**src/rtl/pong_game_ctrl.sv**
```systemverilog
// Pong game controller: start/serve/play/pause/point/game-over sequencing.
// Ports: clk, rst_n (sync, active-low), frame_tick, start_btn, pause_btn,
//   pt_p1, pt_p2 in; ball_run, ball_center, serve_dir, p1_score, p2_score,
//   winner, state out.
module pong_game_ctrl #(
    parameter int WIN_SCORE   = 7,
    parameter int SERVE_DELAY = 60
) (
    input  logic       clk,
    input  logic       rst_n,
    input  logic       frame_tick,
    input  logic       start_btn,
    input  logic       pause_btn,
    input  logic       pt_p1,
    input  logic       pt_p2,
    output logic       ball_run,
    output logic       ball_center,
    output logic       serve_dir,
    output logic [3:0] p1_score,
    output logic [3:0] p2_score,
    output logic [1:0] winner,
    output logic [2:0] state
);

    typedef enum logic [2:0] {
        IDLE     = 3'd0,
        SERVE    = 3'd1,
        PLAY     = 3'd2,
        PAUSED   = 3'd3,
        POINT    = 3'd4,
        GAMEOVER = 3'd5
    } state_t;

    localparam logic [3:0] WIN   = 4'(WIN_SCORE);
    localparam logic [7:0] DELAY = 8'(SERVE_DELAY);

    state_t     cur_state, nxt_state;
    logic [7:0] cnt, cnt_n;
    logic [3:0] p1_n, p2_n;
    logic [1:0] winner_n;
    logic       dir_n, run_n, center_n;
    logic       start_q, pause_q;
    // Blocks a start press that was already held through reset.
    logic       start_arm;
    logic       start_rise, pause_rise;

    assign start_rise = start_btn && !start_q && start_arm;
    assign pause_rise = pause_btn && !pause_q;
    assign state      = cur_state;

    always_ff @(posedge clk) begin
        if (!rst_n) begin
            cur_state   <= IDLE;
            cnt         <= 8'd0;
            p1_score    <= 4'd0;
            p2_score    <= 4'd0;
            winner      <= 2'b00;
            serve_dir   <= 1'b0;
            ball_run    <= 1'b0;
            ball_center <= 1'b0;
            start_q     <= 1'b0;
            pause_q     <= 1'b0;
            start_arm   <= !start_btn;
        end else begin
            cur_state   <= nxt_state;
            cnt         <= cnt_n;
            p1_score    <= p1_n;
            p2_score    <= p2_n;
            winner      <= winner_n;
            serve_dir   <= dir_n;
            ball_run    <= run_n;
            ball_center <= center_n;
            start_q     <= start_btn;
            pause_q     <= pause_btn;
            start_arm   <= start_arm || !start_btn;
        end
    end

    always_comb begin
        nxt_state = cur_state;
        cnt_n     = cnt;
        p1_n      = p1_score;
        p2_n      = p2_score;
        winner_n  = winner;
        dir_n     = serve_dir;
        unique case (cur_state)
            IDLE, GAMEOVER: begin
                if (start_rise) begin
                    nxt_state = SERVE;
                    cnt_n     = 8'd0;
                    p1_n      = 4'd0;
                    p2_n      = 4'd0;
                    winner_n  = 2'b00;
                    dir_n     = 1'b0;
                end
            end
            SERVE: begin
                if (frame_tick) begin
                    cnt_n = cnt + 8'd1;
                    if (cnt + 8'd1 == DELAY)
                        nxt_state = PLAY;
                end
            end
            PLAY: begin
                if (pt_p1 && pt_p2) begin
                    // Simultaneous exits: replay the serve.
                    nxt_state = SERVE;
                    cnt_n     = 8'd0;
                end else if (pt_p1) begin
                    nxt_state = POINT;
                    dir_n     = 1'b0;
                    if (p1_score < WIN)
                        p1_n = p1_score + 4'd1;
                end else if (pt_p2) begin
                    nxt_state = POINT;
                    dir_n     = 1'b1;
                    if (p2_score < WIN)
                        p2_n = p2_score + 4'd1;
                end else if (pause_rise) begin
                    nxt_state = PAUSED;
                end
            end
            PAUSED: begin
                if (pause_rise)
                    nxt_state = PLAY;
            end
            POINT: begin
                if (p1_score == WIN) begin
                    nxt_state = GAMEOVER;
                    winner_n  = 2'b01;
                end else if (p2_score == WIN) begin
                    nxt_state = GAMEOVER;
                    winner_n  = 2'b10;
                end else begin
                    nxt_state = SERVE;
                    cnt_n     = 8'd0;
                end
            end
            default: begin
                nxt_state = IDLE;
                cnt_n     = 8'd0;
                p1_n      = 4'd0;
                p2_n      = 4'd0;
                winner_n  = 2'b00;
                dir_n     = 1'b0;
            end
        endcase
        run_n    = (nxt_state == PLAY);
        // Centre pulse marks the first cycle of every serve.
        center_n = (nxt_state == SERVE) && (cur_state != SERVE);
    end

endmodule
```
**config.mk**
```make
export PLATFORM = sky130hd
export DESIGN_NAME = pong_game_ctrl
export DESIGN_NICKNAME = d
export VERILOG_FILES = /design/src/rtl/pong_game_ctrl.sv
export SDC_FILE = /design/constraint.sdc
export NUM_CORES = 1
export LEC_CHECK = 0
export ABC_CLOCK_PERIOD_IN_PS = 1860
export BUFFER_PORTS_ARGS = -buffer_cell sky130_fd_sc_hd__buf_2
export CAP_MARGIN = 10
export CORE_ASPECT_RATIO = 1.5
export CORE_MARGIN = 5
export CORE_UTILIZATION = 45
export DETAILED_ROUTE_END_ITERATION = 7
export GPL_ROUTABILITY_DRIVEN = 0
export PLACE_DENSITY = 0.68
export SYNTH_ARGS = -nofsm -noshare
export SYNTH_HDL_FRONTEND = slang
export SYNTH_SLANG_ARGS = --single-unit
```
**constraint.sdc**
```tcl
create_clock -name clk -period 1.86 [get_ports clk]
set_clock_uncertainty 0.1 [all_clocks]
set_input_delay 0.093 -clock clk [delete_from_list [all_inputs] [get_ports clk]]
set_output_delay 0.093 -clock clk [all_outputs]
set_load 0.05 [all_outputs]
```
==> results.json, run 1 <==
{
  "route.detailed.drc": 0,
  "cts_bufs_inserted": 3,
  "report.final.setup_viol": 0,
  "hold_end": "start_arm$_DFF_P_",
  "route.detailed.vias_per_inst": 5.903,
  "postLayoutCoreUtil": 0.5565,
  "largest_net_degree_at_the_start_of_global_routing": 27,
  "cts_root_buffer_type": "clkbuf_8",
  "timing.reg2reg.worst_path_depth": 5,
  "crit-reg2reg-capture": "ball_center$_SDFF_PN0_",
  "final.setup.worst_slack_ns": 0.03886,
  "switchingPower_uw": 281.5,
  "netlist_top_cells_area": "dfxtp_1 36%, nand2_1 5.8%, o21ai_0 5.4%",
  "final_cells": 248,
  "start_util": 0.4675,
  "synth_fp_nets": 192,
  "clk_transition_reported_paths_ns": 0.09,
  "worst_hold_check_slack_ns": 0.1595,
  "die_h_um": 80.51,
  "postSynthCellCount": 182,
  "share_clk_of_total_power": 0.313,
  "worstHoldStart": "rst_n",
  "placed_cells": 238,
  "placement.setup.worst_slack_ns": -0.06118,
  "total_routing_usage_gr": 0.1701,
  "synth.yosys.warnings": 0,
  "clock_tree.buffer_depth": 2,
  "synth-main-ff-cell": "dfxtp_1",
  "drv_slew": 0,
  "remaining_global_route_overflow": 0,
  "area_delta_synth_final_pct": 19.04,
  "synth_async_sr_flop_share": 0,
  "port-buffer-count": 22,
  "finish.net_count": 219,
  "finalCritPeriodShare": 0.9791,
  "syn-mean-instance-area_um2": 8.195,
  "final_common_cell": "nand2_1",
  "p_seq_frac": 0.556,
  "timing.critical_path.cells": "ha_4 > and3b_2 > o21ba_4 > or4b_4 > nor3b_2",
  "postLayoutCellArea_mm2": 0.001775,
  "clock_sinks": 27,
  "r2r-start": "p2_score[0]$_SDFFE_PN0P_",
  "tightestPinTransition_ns": 0.5034,
  "min_path_cells": 3,
  "ff2ff_setup_slack_ns": 0.04,
  "initialDrtViolationCount": 37,
  "syn-cell-area_mm2": 0.001491,
  "cts-htree-levels": 1,
  "max_cap_viol_count": 0,
  "crit_path_max_incr_delay_ns": 0.51,
  "synth_edf_count": 0,
  "final_cell_mix": "23 x nand2_1, 22 x buf_2, 19 x dfxtp_1, 16 x o21ai_0, 10 x nand3_1",
  "synth_seq_cells": 27,
  "crit_path_end_kind": "flip-flop",
  "critPathMaxFanout": 3,
  "die-width_um": 57.01,
  "drive_above_1_share": 0.2644,
  "core-area_mm2": 0.003191,
  "std_cell_rows": 25,
  "antennaDiodeCount": 0,
  "yosys.cell_types.count": 49,
  "via_count": 1464,
  "die_area_mm2": 0.004589,
  "outcome": "completed",
  "cp.required_ns": 1.96,
  "placement.cell_area_mm2": 0.001654,
  "drt.antenna.violating_nets": 0,
  "detail_route.wl_per_cell_um": 14.81,
  "drt_wl_total_mm": 3.673,
  "netlist.top_cell.by_area": "dfxtp_1",
  "worst_ep_arrival_time_ns": 1.92,
  "finalHoldViolations": 0,
  "worst_setup_path_start_kind": "flip-flop",
  "min_period_ns": 1.821,
  "achievable-frequency_mhz": 549.1,
  "peakVddDrop_v": 0.0004848,
  "synth.top_cell.area_share": 0.3624,
  "ports_placed_on_the_boundary": 23,
  "grt_pass1_vias": 1390,
  "timing.slew.headroom": 0.6637,
  "p_leak_uw": 0.0006728,
  "grt_antenna_before_repair": 0,
  "worst-setup-path-type": "flip-flop to flip-flop",
  "wire_length_of_the_first_global_routing_pass_mm": 6.210,
  "cellInternalPower_uw": 785.3,
  "comb_power_share": 0.131,
  "synth-seq-area-share": 0.3624,
  "dp_hpwl_mm": 2.743,
  "slowest_stage": "or4b_4",
  "first_pass_iters": 4,
  "pwr_density_cell_mw_per_mm2": 600.9,
  "tritoncts_clock_tree": "built",
  "worstHoldPathType": "input pin to flip-flop",
  "clk-insertion-delay-late_ns": 0.27,
  "rsz0062_at_grt": "yes",
  "power.share.switching": 0.2638
}
[routing by layer]
layer	vias up	GRT usage	part of all wire
li1	730	-	-
met1	700	0.1845	0.41
met2	25	0.3272	0.55
met3	9	0.02251	0.027
met4	0	0.06032	0.021
met5	-	0	0
[worst max path at each step]
stage	startpoint	end	slack, ns	cells past startpoint
6_report	p2_score[0]$_SDFFE_PN0P_	ball_center$_SDFF_PN0_	0.04	5
5_1_grt	p2_score[0]$_SDFFE_PN0P_	ball_center$_SDFF_PN0_	-0.006	5
4_1_cts	p2_score[0]$_SDFFE_PN0P_	ball_center$_SDFF_PN0_	0.01	5
3_5_place_dp	p1_score[0]$_SDFFE_PN0P_	cnt[3]$_SDFFE_PN0P_	-0.06	5
3_3_place_gp	p1_score[0]$_SDFFE_PN0P_	cnt[3]$_SDFFE_PN0P_	0.06	5
2_1_floorplan	p2_score[0]$_SDFFE_PN0P_	ball_center$_SDFF_PN0_	0.002	5
[final cells by class]
cell class	instances	area, um2
multi-input combinational	143	929.6
tap	40	50.05
timing repair buffer	30	175.2
sequential	27	560.5
inverter	4	15.01
fill	316	1415
clock buffer	4	45.04
[critical path: cells and delay by family (launching register included)]
family	cells	cell delay [ns]
flops	1	0.37
simple gates	3	0.90
fa+ha+maj	1	0.15
compound gates	1	0.23
[per-stage QoR]
stage                      TNS [ns]  power, uW
after floorplan                   0      701.9
after CTS                         0       1075
after global placement            0      732.6
final                             0       1067
after detailed placement   -0.07183      736.7
after global routing      -0.006789       1134
[flip-flops by register name, indices dropped and copies added (netlist names)]
register and cells:
start_q 1, cnt 8, ball_run 1, start_arm 1
p2_score 4, pause_q 1, p1_score 4, state 3
ball_center 1, serve_dir 1, winner 2
[cells in the mapped netlist, types with 2 or more instances]
library cell,n
dfxtp_1,27
nand2_1,23
o21ai_0,16
nand3_1,10
a21oi_1,9
a31oi_1,7
nor3_1,7
nand2b_1,6
nor2_1,6
and2_1,4
clkbuf_1,4
inv_1,4
nor2b_1,4
a211oi_1,3
buf_2,3
ha_1,3
nand3b_1,3
nand4_1,3
o31ai_1,3
a211o_1,2
and3_1,2
and3b_1,2
mux2i_1,2
o22ai_1,2
or2_2,2
or3b_2,2
[power by group through the flow]
stage	Sequential, uW	Combinational, uW	Clock [uW]
floorplan	614	87.6	0
global placement	606	127	0
detailed placement	606	131	0
CTS	592	139	343
global route	595	155	384
finish	593	140	334
[logic make-up (layout without fill, tap and decap cells)]
family	count (synthesis)	count (layout)	share of synthesized area
AND/OR/NAND/NOR	84	84	0.3247
AO/OA/AOI/OAI	54	54	0.2408
flip-flops	27	27	0.3624
buffers and inverters	12	38	0.03354
adder cells (fa/ha/maj)	3	3	0.02517
multiplexers	2	2	0.01342
[timing repair]
action	4_1_cts	5_1_grt
hold endpoints to repair	3	0
resized for setup	4	1
setup buffers	4	0
setup endpoints to repair	5	3
pin swaps	3	1
hold buffers	2	0
Note: power is estimated with default switching activity, not from simulation.
==> run 2: changes to the inputs <==
RECOVER_POWER = 50   (was unset)
==> run 2 against run 1 <==
  * Utilization shrank 0.67 points
  * Cell count is the same
  * Power shrank 0.26%
  * Sequential share of layout area grew 0.38 points
  * Non-clock buffer count is the same
  * First-iteration DRC count shrank 16%
  * Sequential power is essentially flat
  * Die area is the same
  * Highest routed layer unchanged
==> results.json, run 2 (synthesized netlist as in run 1, its figures left out) <==
{
  "report.final.setup_viol": 0,
  "clock_sinks": 27,
  "cts-htree-levels": 1,
  "worst-setup-path-type": "flip-flop to flip-flop",
  "detail_route.wl_per_cell_um": 14.88,
  "worst_setup_path_start_kind": "flip-flop",
  "final_common_cell": "nand2_1",
  "min_period_ns": 1.820,
  "crit_path_end_kind": "flip-flop",
  "start_util": 0.4675,
  "largest_reg_flops": 8,
  "drive_above_1_share": 0.1827,
  "clock_tree.buffer_depth": 2,
  "max_cap_viol_count": 0,
  "final_cell_mix": "23 x nand2_1, 19 x dfxtp_1, 18 x clkbuf_1, 16 x o21ai_0, 10 x nand3_1",
  "grt_pass1_vias": 1390,
  "die_area_mm2": 0.004589,
  "placed_cells": 238,
  "route.detailed.drc": 0,
  "worst_ep_arrival_time_ns": 1.92,
  "placement.cell_area_mm2": 0.001654,
  "tritoncts_clock_tree": "built",
  "dp_hpwl_mm": 2.743,
  "remaining_global_route_overflow": 0,
  "met1Wirelength_mm": 1.527,
  "initialDrtViolationCount": 31,
  "finalCritPeriodShare": 0.9785,
  "total_routing_usage_gr": 0.1701,
  "area_delta_synth_final_pct": 17.62,
  "cp.required_ns": 1.96,
  "first_pass_iters": 4,
  "peakVddDrop_v": 0.0004845,
  "r2r-start": "p2_score[0]$_SDFFE_PN0P_",
  "rsz0062_at_grt": "yes",
  "postLayoutCellArea_mm2": 0.001754,
  "drt_wl_total_mm": 3.691,
  "met2_length_mm": 2.010,
  "wl_met3_um": 110,
  "largest_register": "cnt",
  "wire_length_of_the_first_global_routing_pass_mm": 6.210,
  "finish.net_count": 219,
  "timing.slew.headroom": 0.5968,
  "critPathMaxFanout": 3,
  "antennaDiodeCount": 0,
  "worstHoldStart": "rst_n",
  "outcome": "completed",
  "grt_antenna_before_repair": 0,
  "route.detailed.vias_per_inst": 5.875,
  "ff2ff_setup_slack_ns": 0.04,
  "cts_root_buffer_type": "clkbuf_8",
  "std_cell_rows": 25,
  "drt.antenna.violating_nets": 0,
  "die_h_um": 80.51,
  "achievable-frequency_mhz": 549.5,
  "tightestPinTransition_ns": 0.6075,
  "min_path_cells": 3,
  "core-area_mm2": 0.003191,
  "pwr_density_cell_mw_per_mm2": 606.6,
  "largest_net_degree_at_the_start_of_global_routing": 27,
  "drv_slew": 0,
  "via_count": 1457,
  "ports_placed_on_the_boundary": 23,
  "cts_bufs_inserted": 3,
  "layout_top_registers": "cnt (8), p1_score (4), p2_score (4)",
  "crit-reg2reg-capture": "ball_center$_SDFF_PN0_",
  "final_cells": 248,
  "clk_transition_reported_paths_ns": 0.09,
  "port-buffer-count": 22,
  "finalHoldViolations": 0,
  "p_leak_uw": 0.0006021,
  "worstHoldPathType": "input pin to flip-flop",
  "timing.reg2reg.worst_path_depth": 5,
  "clk-insertion-delay-late_ns": 0.27,
  "hold_end": "start_arm$_DFF_P_",
  "die-width_um": 57.01,
  "routed.top_layer": "met4"
}
==> run 2: what timing repair did <==
action                                 in CTS  in global routing
hold buffers                                2                  0
gates resized for setup                     4                  1
setup endpoints to repair                   5                  3
endpoints found under the hold margin       3                  0
setup buffers                               4                  0
pin swaps                                   3                  1
==> run 2: layer usage <==
layer	vias to the layer above	GRT usage
met3	6	0.02251
met4	0	0.06032
li1	729	-
met2	29	0.3272
met5	-	0
met1	693	0.1845
==> run 2: area by class of cell <==
cell class,instances,area (um2)
fillers,321,1436
multi-input cells,143,929.6
flip-flops and latches,27,560.5
repair buffers,30,153.9
well taps,40,50.05
clock buffers,4,45.04
inverters,4,15.01
==> run 2: worst max-delay path by stage <==
stage / start / endpoint / slack (ns) / cells past startpoint
5_1_grt: p2_score[0]$_SDFFE_PN0P_ / ball_center$_SDFF_PN0_ / -0.006 / 5
2_1_floorplan: p2_score[0]$_SDFFE_PN0P_ / ball_center$_SDFF_PN0_ / 0.002 / 5
3_5_place_dp: p1_score[0]$_SDFFE_PN0P_ / cnt[3]$_SDFFE_PN0P_ / -0.06 / 5
6_report: p2_score[0]$_SDFFE_PN0P_ / ball_center$_SDFF_PN0_ / 0.04 / 5
4_1_cts: p2_score[0]$_SDFFE_PN0P_ / ball_center$_SDFF_PN0_ / 0.01 / 5
3_3_place_gp: p1_score[0]$_SDFFE_PN0P_ / cnt[3]$_SDFFE_PN0P_ / 0.06 / 5
==> run 2: stage by stage <==
| step | worst slack [ns] | hold slack (ns) | power [uW] | utilization | setup TNS (ns) |
|---|---|---|---|---|---|
| 2_1_floorplan | 0.001502 | 0.05494 | 701.9 | - | 0 |
| 3_3_place_gp | 0.06171 | 0.1848 | 732.6 | 0.5184 | 0 |
| 3_5_place_dp | -0.06118 | 0.1909 | 736.7 | 0.5184 | -0.07183 |
| 4_1_cts | 0.01455 | 0.1450 | 1075 | 0.5545 | 0 |
| 5_1_grt | -0.005880 | 0.1502 | 1132 | 0.5498 | -0.006789 |
| 6_report | 0.04001 | 0.1582 | 1064 | 0.5498 | 0 |
==> run 2: worst max-delay path: stages, from the launching register on <==
cell,delay [ns]
dfxtp_4,0.36
ha_4,0.15
and3b_2,0.20
o21ba_4,0.24
or4b_4,0.51
nor3b_2,0.19
==> run 2: power breakdown <==
part,total (uW),internal (uW),switching [uW],leakage (uW)
clock,333,153,179,0.0000228
combinational,139,48.1,90.5,0.000355
sequential,593,582,10.5,0.000224
==> run 3: changes to the inputs <==
ABC_CLOCK_PERIOD_IN_PS = 2100   (was 1860)
PLACE_DENSITY = 0.66   (was 0.68)
clock period = 2.1 ns   (was 1.86 ns; I/O delays follow)
==> run 3 against run 2 <==
  * Cell count shrank 1.2%
  * First-iteration DRC count shrank 19%
  * Critical endpoint is now ball_run$_SDFF_PN0_
  * Critical path type is now input pin to flip-flop
  * Sequential cell count is the same
  * Critical path depth grew 1
  * Highest routed layer unchanged
  * Sequential power shrank 11%
  * Non-clock buffer count shrank 3
  * Clock-buffer cell count shrank 1
  * Register-to-register slack gained 0.16 ns
  * Sequential share of layout area grew 0.16 points
==> results.json, run 3 (synthesized netlist as in run 1, its figures left out) <==
{
  "min_path_cells": 3,
  "finalHoldViolations": 0,
  "route.detailed.drc": 0,
  "area_delta_synth_final_pct": 12.84,
  "cp.required_ns": 2.19,
  "p_seq_frac": 0.559,
  "slowest_stage": "or4b_4",
  "critical_path_buf_inv_count": 2,
  "peakVddDrop_v": 0.0003445,
  "largest_register": "cnt",
  "met1Wirelength_mm": 1.494,
  "crit_path_max_incr_delay_ns": 0.57,
  "drt.antenna.violating_nets": 0,
  "detail_route.wl_per_cell_um": 15.50,
  "cellInternalPower_uw": 695.8,
  "timing.critical_path.cells": "dlygate4sd3_1 > clkbuf_1 > and3b_1 > nor3_1 > or4b_4 > nor3_1",
  "die_area_mm2": 0.004589,
  "via_count": 1474,
  "cts_root_buffer_type": "clkbuf_8",
  "dp_hpwl_mm": 2.910,
  "achievable-frequency_mhz": 524.8,
  "tightestPinTransition_ns": 0.5995,
  "grt_pass1_vias": 1530,
  "p_leak_uw": 0.0005829,
  "clock_tree.buffer_depth": 2,
  "routed.top_layer": "met4",
  "largest_net_degree_at_the_start_of_global_routing": 27,
  "antennaDiodeCount": 0,
  "die_h_um": 80.51,
  "cts-htree-levels": 1,
  "min_period_ns": 1.906,
  "initialDrtViolationCount": 25,
  "timing.critical_path.depth": 6,
  "critical-path-top-cell-by-count": "nor3_1",
  "std_cell_rows": 25,
  "worstHoldPathType": "input pin to flip-flop",
  "wl_met3_um": 117,
  "postCtsSetupBuffers": 0,
  "wire_length_of_the_first_global_routing_pass_mm": 6.658,
  "drt_wl_total_mm": 3.798,
  "largest_reg_flops": 8,
  "clk_transition_reported_paths_ns": 0.09,
  "port-buffer-count": 22,
  "worst-setup-path-type": "input pin to flip-flop",
  "first_pass_iters": 4,
  "finalCritPeriodShare": 0.9075,
  "postLayoutCellArea_mm2": 0.001683,
  "die-width_um": 57.01,
  "max_cap_viol_count": 0,
  "grt_antenna_before_repair": 0,
  "placement.cell_area_mm2": 0.001639,
  "finish.net_count": 216,
  "clock_sinks": 27,
  "pwr_density_cell_mw_per_mm2": 562.6,
  "placement.setup.worst_slack_ns": 0.2142,
  "ff2ff_setup_slack_ns": 0.20,
  "met2_length_mm": 2.062,
  "switchingPower_uw": 251.0,
  "remaining_global_route_overflow": 0,
  "cts_bufs_inserted": 3,
  "worst_ep_arrival_time_ns": 2.00,
  "setup-tns-final_ns": 0,
  "outcome": "completed",
  "final_cell_mix": "27 x dfxtp_1, 23 x nand2_1, 18 x clkbuf_1, 16 x o21ai_0, 10 x nand3_1",
  "power.share.switching": 0.2651,
  "share_clk_of_total_power": 0.311,
  "critical_path.top_delay_family": "simple AND/OR/NAND/NOR gates",
  "drv_slew": 0,
  "tritoncts_clock_tree": "built",
  "route.detailed.vias_per_inst": 6.016,
  "ports_placed_on_the_boundary": 23,
  "clk-insertion-delay-late_ns": 0.27,
  "layout_top_registers": "cnt (8), p1_score (4), p2_score (4)",
  "final_common_cell": "dfxtp_1",
  "report.final.setup_viol": 0,
  "worst_setup_path_start_kind": "input pin",
  "critPathMaxFanout": 8,
  "start_util": 0.4675,
  "drive_above_1_share": 0.1122,
  "total_routing_usage_gr": 0.1798,
  "comb_power_share": 0.130,
  "rsz0062_at_grt": "no",
  "final.setup.worst_slack_ns": 0.1943,
  "core-area_mm2": 0.003191,
  "crit_path_end_kind": "flip-flop",
  "timing.slew.headroom": 0.6021,
  "timing.reg2reg.worst_path_depth": 5
}
-- run 3: cell types whose count changed in the layout (fill, tap and decap cells not counted), sizes merged --
cell / before / now
buf: 11 / 7
clkinv: 0 / 1
-- run 3: what timing repair did --
action | CTS | global route
hold buffers | 2 | 0
gates resized for setup | 0 | 0
hold endpoints to repair | 3 | 0
-- run 3: final timing paths --
kind	start	to
hold / removal	rst_n	start_arm$_DFF_P_
setup / recovery	start_btn	ball_run$_SDFF_PN0_
setup reg to reg	p1_score[0]$_SDFFE_PN0P_	ball_run$_SDFF_PN0_
hold reg to reg	start_arm$_DFF_P_	start_arm$_DFF_P_
-- run 3: worst register-to-register path, stage by stage, from the launching register on --
cell and delay (ns):
dfxtp_1 0.36, ha_1 0.24, and3b_4 0.20, o21ba_4 0.23, or4b_4 0.53, nor3_1 0.16
-- run 3: routing by layer --
metal  global-route usage  up-vias
li1                     -      725
met1               0.1811      708
met2               0.3490       28
met3              0.02251       13
met4              0.09281        0
met5                    0        -
-- run 3: power groups by stage --
| stage | clock network, uW | registers, uW | logic [uW] |
|---|---|---|---|
| final | 295 | 529 | 123 |
| after global routing | 331 | 531 | 136 |
| after CTS | 305 | 529 | 125 |
| after detailed placement | 0 | 541 | 121 |
| after global placement | 0 | 540 | 118 |
| after floorplan | 0 | 548 | 77.6 |
-- run 3: through the flow --
step	hold WS, ns	total power [uW]	util	instances
floorplan	0.06694	625.9	-	182
global placement	0.1965	658.1	0.5137	239
detailed placement	0.2042	662.1	0.5137	239
CTS	0.1668	959.3	0.5345	245
global route	0.1955	997.5	0.5275	245
finish	0.1706	946.8	0.5275	245
-- run 3: cell type report --
type                       count  area (um2)
sequential                    27       540.5
fill                         357        1508
timing repair buffer          27       130.1
multi-input combinational    143       900.9
clock buffer                   3       41.29
clock inverter                 1       5.005
inverter                       4       15.01
tap                           40       50.05
